### src/rtl/tile_skew_feeder.sv
`default_nettype none
// ============================================================================
// Module   : tile_skew_feeder
// Brief    : Buffers an LANES x LANES tile one row per handshake and replays
//            it onto the systolic array x lanes with a diagonal skew (lane i
//            delayed i cycles), driving start / clear / shift / tile_done.
// Options  : TILE_SKEW_FEEDER_PINGPONG_EN - two tile buffers so the next tile
//            fills while the current one issues and drains.
// Revision : 1.0 - initial release
// ============================================================================
module tile_skew_feeder #(
  parameter int LANES     = 8,
  parameter int WIDTH     = 32,
  parameter int DRAIN_CYC = 8
) (
  input  logic                   clk,
  input  logic                   reset,
  input  logic                   enable,
  input  logic [LANES*WIDTH-1:0] in_data,
  input  logic                   in_valid,
  output logic                   in_ready,
  output logic [LANES*WIDTH-1:0] x_out,
  output logic [LANES-1:0]       x_valid,
  output logic                   start,
  output logic [LANES-1:0]       clear_out,
  output logic [LANES-1:0]       shift,
  output logic                   busy,
  output logic                   tile_done
);

  localparam int CW = $clog2(2*LANES);
  localparam int DW = $clog2(DRAIN_CYC) + 1;
  localparam int RW = (LANES > 1) ? $clog2(LANES) : 1;
`ifdef TILE_SKEW_FEEDER_PINGPONG_EN
  localparam int NBUF = 2;
  localparam int AW   = RW + 1;
`else
  localparam int NBUF = 1;
  localparam int AW   = RW;
`endif

  localparam logic [CW-1:0] ROW_LAST   = CW'(LANES - 1);
  localparam logic [CW-1:0] BEAT_LAST  = CW'(2*LANES - 2);
  localparam logic [DW-1:0] DRAIN_LAST = DW'(DRAIN_CYC - 1);

  localparam logic [1:0] ST_FILL  = 2'd0;
  localparam logic [1:0] ST_ISSUE = 2'd1;
  localparam logic [1:0] ST_DRAIN = 2'd2;

  logic [1:0]       state;
  logic [1:0]       state_nxt;
  logic [CW-1:0]    row_cnt;
  logic [CW-1:0]    beat;
  logic [DW-1:0]    drain_cnt;
  logic [WIDTH-1:0] tile_mem [NBUF*LANES][LANES];

  logic             accept;
  logic             fill_last;
  logic             drain_end;
  logic             start_ready;
  logic [AW-1:0]    wr_row;

  logic [LANES*WIDTH-1:0] lane_data;
  logic [LANES-1:0]       lane_valid;
  logic [LANES-1:0]       lane_first;

  logic [LANES*WIDTH-1:0] x_out_nxt;
  logic [LANES-1:0]       x_valid_nxt;
  logic [LANES-1:0]       clear_nxt;
  logic [LANES-1:0]       shift_nxt;
  logic                   start_nxt;
  logic                   done_nxt;

  assign accept    = in_valid && in_ready;
  assign fill_last = accept && (row_cnt == ROW_LAST);
  assign drain_end = enable && (state == ST_DRAIN) && (drain_cnt == DRAIN_LAST);
  assign busy      = (state != ST_FILL);

`ifdef TILE_SKEW_FEEDER_PINGPONG_EN
  logic       fill_sel;
  logic       issue_sel;
  logic [1:0] full;
  logic       target;

  // While idle the next tile comes from issue_sel; while draining it is the other buffer.
  assign target      = (state == ST_FILL) ? issue_sel : ~issue_sel;
  assign start_ready = full[target] || (fill_last && (fill_sel == target));
  assign in_ready    = enable && !full[fill_sel];
  assign wr_row      = {fill_sel, row_cnt[RW-1:0]};

  // Buffer ownership: a completed fill marks its buffer full and moves filling
  // to the other one; finishing a drain releases the issued buffer.
  always_ff @(posedge clk or negedge reset) begin
    if (!reset) begin
      fill_sel  <= 1'b0;
      issue_sel <= 1'b0;
      full      <= 2'b00;
    end else if (enable) begin
      if (fill_last) begin
        full[fill_sel] <= 1'b1;
        fill_sel       <= ~fill_sel;
      end
      if (drain_end) begin
        full[issue_sel] <= 1'b0;
        issue_sel       <= ~issue_sel;
      end
    end
  end
`else
  assign start_ready = fill_last;
  assign in_ready    = enable && (state == ST_FILL);
  assign wr_row      = row_cnt[RW-1:0];
`endif

  // Per-lane skew: lane i shows row (beat - i) while that row index is in range.
  genvar gi;
  generate
    for (gi = 0; gi < LANES; gi++) begin : g_lane
      logic [CW-1:0] diff;
      logic          in_win;
      logic [AW-1:0] rd_row;
      assign diff   = beat - CW'(gi);
      assign in_win = (beat >= CW'(gi)) && (diff < CW'(LANES));
`ifdef TILE_SKEW_FEEDER_PINGPONG_EN
      assign rd_row = {issue_sel, diff[RW-1:0]};
`else
      assign rd_row = diff[RW-1:0];
`endif
      assign lane_valid[gi]               = in_win;
      assign lane_first[gi]               = in_win && (diff == '0);
      assign lane_data[gi*WIDTH +: WIDTH] = in_win ? tile_mem[rd_row][gi] : '0;
    end
  endgenerate

  // Tile storage: accepted rows land at the current fill row; no reset needed.
  always_ff @(posedge clk) begin
    if (accept) begin
      for (int i = 0; i < LANES; i++) begin
        tile_mem[wr_row][i] <= in_data[i*WIDTH +: WIDTH];
      end
    end
  end

  // Row, beat and drain counters; each returns to zero at its terminal value.
  always_ff @(posedge clk or negedge reset) begin
    if (!reset) begin
      row_cnt   <= '0;
      beat      <= '0;
      drain_cnt <= '0;
    end else if (enable) begin
      if (accept) begin
        row_cnt <= fill_last ? '0 : row_cnt + 1'b1;
      end
      beat      <= ((state == ST_ISSUE) && (beat != BEAT_LAST)) ? beat + 1'b1 : '0;
      drain_cnt <= ((state == ST_DRAIN) && (drain_cnt != DRAIN_LAST)) ? drain_cnt + 1'b1 : '0;
    end
  end

  // State register.
  always_ff @(posedge clk or negedge reset) begin
    if (!reset) begin
      state <= ST_FILL;
    end else begin
      state <= state_nxt;
    end
  end

  // Next-state logic; every transition is qualified by enable.
  always_comb begin
    state_nxt = state;
    case (state)
      ST_FILL:  if (start_ready) state_nxt = ST_ISSUE;
      ST_ISSUE: if (enable && (beat == BEAT_LAST)) state_nxt = ST_DRAIN;
      ST_DRAIN: if (drain_end) state_nxt = start_ready ? ST_ISSUE : ST_FILL;
      default:  state_nxt = ST_FILL;
    endcase
  end

  // Array-side values for the current cycle, registered below.
  always_comb begin
    x_out_nxt   = '0;
    x_valid_nxt = '0;
    clear_nxt   = '0;
    shift_nxt   = '0;
    start_nxt   = 1'b0;
    done_nxt    = 1'b0;
    case (state)
      ST_ISSUE: begin
        start_nxt   = 1'b1;
        x_out_nxt   = lane_data;
        x_valid_nxt = lane_valid;
        clear_nxt   = lane_first;
      end
      ST_DRAIN: begin
        shift_nxt = '1;
        done_nxt  = (drain_cnt == DRAIN_LAST);
      end
      default: ;
    endcase
  end

  // Output registers; enable low holds the last presented values.
  always_ff @(posedge clk or negedge reset) begin
    if (!reset) begin
      x_out     <= '0;
      x_valid   <= '0;
      clear_out <= '0;
      shift     <= '0;
      start     <= 1'b0;
      tile_done <= 1'b0;
    end else if (enable) begin
      x_out     <= x_out_nxt;
      x_valid   <= x_valid_nxt;
      clear_out <= clear_nxt;
      shift     <= shift_nxt;
      start     <= start_nxt;
      tile_done <= done_nxt;
    end
  end

endmodule
`default_nettype wire

### config.mk
export PLATFORM = sky130hd
export DESIGN_NAME = tile_skew_feeder
export DESIGN_NICKNAME = d
export VERILOG_FILES = /design/src/rtl/tile_skew_feeder.sv
export SDC_FILE = /design/constraint.sdc
export NUM_CORES = 2
export LEC_CHECK = 0
export ABC_AREA = 1
export ABC_CLOCK_PERIOD_IN_PS = 59400
export BUFFER_PORTS_ARGS = -buffer_cell sky130_fd_sc_hd__buf_2
export CAP_MARGIN = 20
export CORE_MARGIN = 8
export CORE_UTILIZATION = 40
export CTS_CLUSTER_DIAMETER = 60
export DETAILED_ROUTE_END_ITERATION = 10
export HOLD_SLACK_MARGIN = 0.03
export SLEW_MARGIN = 20
export SYNTH_ARGS = -nofsm -noshare
export SYNTH_HDL_FRONTEND = slang
export SYNTH_SLANG_ARGS = --single-unit
### constraint.sdc
create_clock -name clk -period 59.4 [get_ports clk]
set_input_delay 5.94 -clock clk [delete_from_list [all_inputs] [get_ports clk]]
set_output_delay 5.94 -clock clk [all_outputs]
set_load 0.02 [all_outputs]
==> run_summary.xml <==
<?xml version="1.0" encoding="UTF-8"?>
<metrics>
  <group name="clocking">
    <metric name="cts_max_path_buffers" unit="">3</metric>
    <metric name="cts.sinks" unit="">2337</metric>
    <metric name="clock_buffers_created_by_tritoncts" unit="">241</metric>
    <metric name="cts.root.buffer_cell" unit="">sky130_fd_sc_hd__clkbuf_16</metric>
    <metric name="cts_repair_resizes" unit="">0</metric>
    <metric name="ctsHoldBuffers" unit="">0</metric>
    <metric name="clk_latency" unit="ns">0.93</metric>
    <metric name="cts.repair_timing.setup_buffer_count" unit="">0</metric>
    <metric name="tritoncts" unit="">yes</metric>
    <metric name="htreeDepth" unit="">4</metric>
    <metric name="clk_pin_slew_worst_paths" unit="ns">0.06</metric>
  </group>
  <group name="synthesis">
    <metric name="mappedNetlistNets" unit="">7990</metric>
    <metric name="synth.distinct_cells" unit="">29</metric>
    <metric name="synth_area" unit="sq mm">0.09194</metric>
    <metric name="synthesis.yosys.warnings" unit="">0</metric>
    <metric name="ys_seq_area_frac" unit="">0.7475</metric>
    <metric name="syn_area_per_cell" unit="sq um">11.92</metric>
    <metric name="ys_ff_latch" unit="">2337</metric>
    <metric name="netlist_instances" unit="">7715</metric>
  </group>
  <group name="power_and_ir_drop">
    <metric name="clkPwrFrac" unit="">0.349</metric>
    <metric name="swShare" unit="">0.3081</metric>
    <metric name="power_per_cell_area" unit="mW/mm^2">41.55</metric>
    <metric name="netSwitchingPower" unit="W">0.001349</metric>
    <metric name="seqPwrFrac" unit="">0.441</metric>
    <metric name="combPwrFrac" unit="">0.210</metric>
    <metric name="p_leak" unit="nW">39.60</metric>
    <metric name="worst_ir_drop_vdd" unit="uV">32.19</metric>
    <metric name="cell_internal_pwr" unit="W">0.003031</metric>
  </group>
  <group name="floorplan">
    <metric name="initial_util" unit="">0.4011</metric>
    <metric name="fp_rows" unit="">176</metric>
    <metric name="floorplan.die.height" unit="um">495.4</metric>
    <metric name="core_region_area" unit="sq mm">0.2292</metric>
    <metric name="design.die.area" unit="sq mm">0.2455</metric>
    <metric name="chipWidth" unit="um">495.4</metric>
    <metric name="io-pin-count" unit="">544</metric>
  </group>
  <group name="critical_path">
    <metric name="endpoint_kind" unit="">output port</metric>
    <metric name="critical_path.top_delay_family" unit="">buffers and inverters</metric>
    <metric name="setup_crit_path_kind" unit="">in -&gt; out</metric>
    <metric name="cp_common_cell" unit="">sky130_fd_sc_hd__buf_2</metric>
    <metric name="slowest_delay" unit="ns">0.44</metric>
    <metric name="timing.critical_path.slowest_stage_cell" unit="">sky130_fd_sc_hd__inv_8</metric>
    <metric name="cp_num_buf_inv" unit="">3</metric>
    <metric name="timing.reg2reg.worst_path_depth" unit="">9</metric>
    <metric name="worstPathRequired" unit="ns">53.46</metric>
    <metric name="path_depth" unit="">4</metric>
    <metric name="crit_fanout" unit="">82</metric>
    <metric name="critical_path.cell_chain" unit="">buf_2, inv_8, nor2_1, buf_2</metric>
    <metric name="arrival_time_worst_endpoint" unit="ns">6.91</metric>
    <metric name="cp-start-kind" unit="">primary input</metric>
  </group>
  <group name="sta">
    <metric name="hold_viol" unit="">0</metric>
    <metric name="relSlewSlack" unit="">0.1748</metric>
    <metric name="timing.final.max_slew_violations" unit="">0</metric>
    <metric name="totalNegativeSetupSlack" unit="ns">0</metric>
    <metric name="timing.final.crit_share" unit="">0.2163</metric>
    <metric name="final_period_minus_worst_setup_slack" unit="ns">12.85</metric>
    <metric name="maxClockFrequency" unit="GHz">0.07782</metric>
    <metric name="final-setup-viol-count" unit="">0</metric>
    <metric name="clock-skew-final" unit="ns">0.07848</metric>
    <metric name="rsz0062_at_grt" unit="">false</metric>
    <metric name="worst_slew_pin_slew" unit="ns">1.238</metric>
  </group>
  <group name="final_layout">
    <metric name="layout.cells.non_filler" unit="">11390</metric>
    <metric name="commonest_cells_after_routing_fill_and_taps_aside" unit="">sky130_fd_sc_hd__edfxtp_1, sky130_fd_sc_hd__nor2_1, sky130_fd_sc_hd__nand2_1</metric>
    <metric name="drive_gt1_frac" unit="">0.1317</metric>
    <metric name="layout_commonest_cell" unit="">sky130_fd_sc_hd__edfxtp_1</metric>
    <metric name="num-nets-final" unit="">8393</metric>
    <metric name="syn2layout_area_growth" unit="%">14.65</metric>
  </group>
  <group name="grt">
    <metric name="grt_pass1_wl" unit="mm">365.6</metric>
    <metric name="via_count_of_the_first_global_routing_pass" unit="">57120</metric>
    <metric name="grt_overflow_total" unit="">0</metric>
    <metric name="grt.total_usage" unit="">0.1944</metric>
    <metric name="largest_net_degree_at_the_start_of_global_routing" unit="">230</metric>
    <metric name="grt_antenna_before_repair" unit="">85</metric>
  </group>
  <group name="placed_design">
    <metric name="placed_cells_incl_taps" unit="">10900</metric>
    <metric name="dpl.hpwl" unit="mm">125.1</metric>
    <metric name="port-buffer-count" unit="">543</metric>
    <metric name="finalWeightedCongestion" unit="">0.7528</metric>
  </group>
  <group name="detailed_routing">
    <metric name="viasPerCell" unit="">5.146</metric>
    <metric name="ant_nets" unit="">0</metric>
    <metric name="drt_drc" unit="">0</metric>
    <metric name="vias" unit="">58600</metric>
    <metric name="detail_route.iter0.violations" unit="">4623</metric>
    <metric name="route.final.wire_length" unit="mm">246.8</metric>
    <metric name="route.detailed.wl_per_inst" unit="um">21.68</metric>
    <metric name="drt_pass1_iterations" unit="">5</metric>
  </group>
  <group name="worst_hold_path">
    <metric name="hp-class" unit="">reg -&gt; reg</metric>
    <metric name="worst_hold_path.num_cells" unit="">2</metric>
  </group>
  <group name="run">
    <metric name="drv.max_cap_violation_count" unit="">0</metric>
  </group>
  <group name="outcome">
    <metric name="status" unit="">complete, no violations</metric>
  </group>
</metrics>
metal layers:
metal  vias to the layer above  wire, um  GRT usage
met5                         -       301          0
met2                      1720    117400     0.3201
met3                       440     15400    0.03960
met1                     29010    105400     0.2578
met4                        46      8296    0.06643
li1                      27390         -          -
final timing paths:
check                      startpoint    endpoint  slack (ns)
max                            enable    in_ready       46.55
min                         x_out[46]   x_out[46]        0.47
max reg2reg                   beat[1]  x_out[116]       54.48
min reg2reg                 x_out[46]   x_out[46]        0.47
max in group asynchronous       reset   x_out[19]       52.28
min in group asynchronous       reset   x_out[97]        5.06
Yosys cell counts:
cell | instances | area [sq um]
sky130_fd_sc_hd__o22ai_1 | 5 | 31.28
sky130_fd_sc_hd__nand3_4 | 1 | 17.52
sky130_fd_sc_hd__ha_1 | 15 | 187.7
sky130_fd_sc_hd__or2_2 | 74 | 462.9
sky130_fd_sc_hd__o32ai_1 | 1 | 8.760
sky130_fd_sc_hd__inv_1 | 80 | 300.3
sky130_fd_sc_hd__buf_6 | 9 | 101.4
sky130_fd_sc_hd__nor2_4 | 3 | 33.78
sky130_fd_sc_hd__inv_2 | 5 | 18.77
sky130_fd_sc_hd__o21ai_0 | 565 | 2828
sky130_fd_sc_hd__nand2_1 | 1492 | 5600
sky130_fd_sc_hd__inv_4 | 1 | 6.260
sky130_fd_sc_hd__o21ai_1 | 85 | 425.4
sky130_fd_sc_hd__xor2_1 | 3 | 26.28
sky130_fd_sc_hd__nor2_2 | 2 | 12.51
sky130_fd_sc_hd__a21oi_1 | 3 | 15.01
sky130_fd_sc_hd__edfxtp_1 | 2048 | 61500
sky130_fd_sc_hd__nand4_1 | 1 | 6.260
sky130_fd_sc_hd__dfrtp_1 | 289 | 7232
sky130_fd_sc_hd__xnor2_1 | 4 | 35.03
sky130_fd_sc_hd__buf_4 | 70 | 525.5
sky130_fd_sc_hd__or2_0 | 53 | 331.6
sky130_fd_sc_hd__buf_1 | 52 | 195.2
sky130_fd_sc_hd__nand3_1 | 855 | 4279
sky130_fd_sc_hd__nor2_1 | 1663 | 6242
sky130_fd_sc_hd__buf_2 | 199 | 996.0
sky130_fd_sc_hd__clkbuf_1 | 132 | 495.5
sky130_fd_sc_hd__o21ai_2 | 1 | 8.760
sky130_fd_sc_hd__nor3_1 | 4 | 20.02
kinds of logic after synthesis:
| family | Yosys count | synth area share |
|---|---|---|
| and+or+nand+nor | 4148 | 0.1850 |
| DFF | 2337 | 0.7475 |
| AOI/OAI and AO/OA | 660 | 0.03608 |
| buffers and inverters | 548 | 0.02870 |
| adders and majority gates | 15 | 0.002041 |
| xor gates and xnor gates | 7 | 0.0006668 |
state kept, by name, indices dropped and copies added (netlist names), 2 cells and up:
register and flops:
beat 4, clear_out 8, drain_cnt 4, row_cnt 4, state 2, tile_mem 2048
x_out 256, x_valid 8
stage by stage:
step                setup WS, ns    util  instance area, sq um  total power (W)  hold WS [ns]
floorplan                  34.61       -                 91940         0.002673        0.4789
global placement           46.45  0.4237                 97120         0.002872        0.4581
detailed placement         46.47  0.4237                 97120         0.002892        0.4605
CTS                        46.46  0.4594                105300         0.004421        0.4771
global route               46.46  0.4596                105400         0.004595        0.4909
finish                     46.55  0.4598                105400         0.004380        0.4732
power groups by stage:
stage / logic [W] / registers [W] / clock network, W
after CTS: 0.000929 / 0.00193 / 0.00156
after floorplan: 0.000661 / 0.00201 / 0
after global placement: 0.000908 / 0.00196 / 0
final: 0.000919 / 0.00193 / 0.00153
after detailed placement: 0.000924 / 0.00197 / 0
after global routing: 0.00103 / 0.00194 / 0.00162
cell type report:
type	instances	area, sq um
fillers	20400	123800
clock inverters	120	1433
well taps	3026	3786
flip-flops and latches	2337	68740
multi-input cells	4830	20700
clock buffers	342	6761
repair buffers	622	3557
inverters	86	364.1
diodes	25	62.56
worst min-delay path: cells and delay by family, from the launching register on:
| family | cells | cell delay (ns) |
|---|---|---|
| flip-flops | 1 | 0.34 |
| AND/OR/NAND/NOR | 2 | 0.10 |
(Power assumes the default switching activity.)
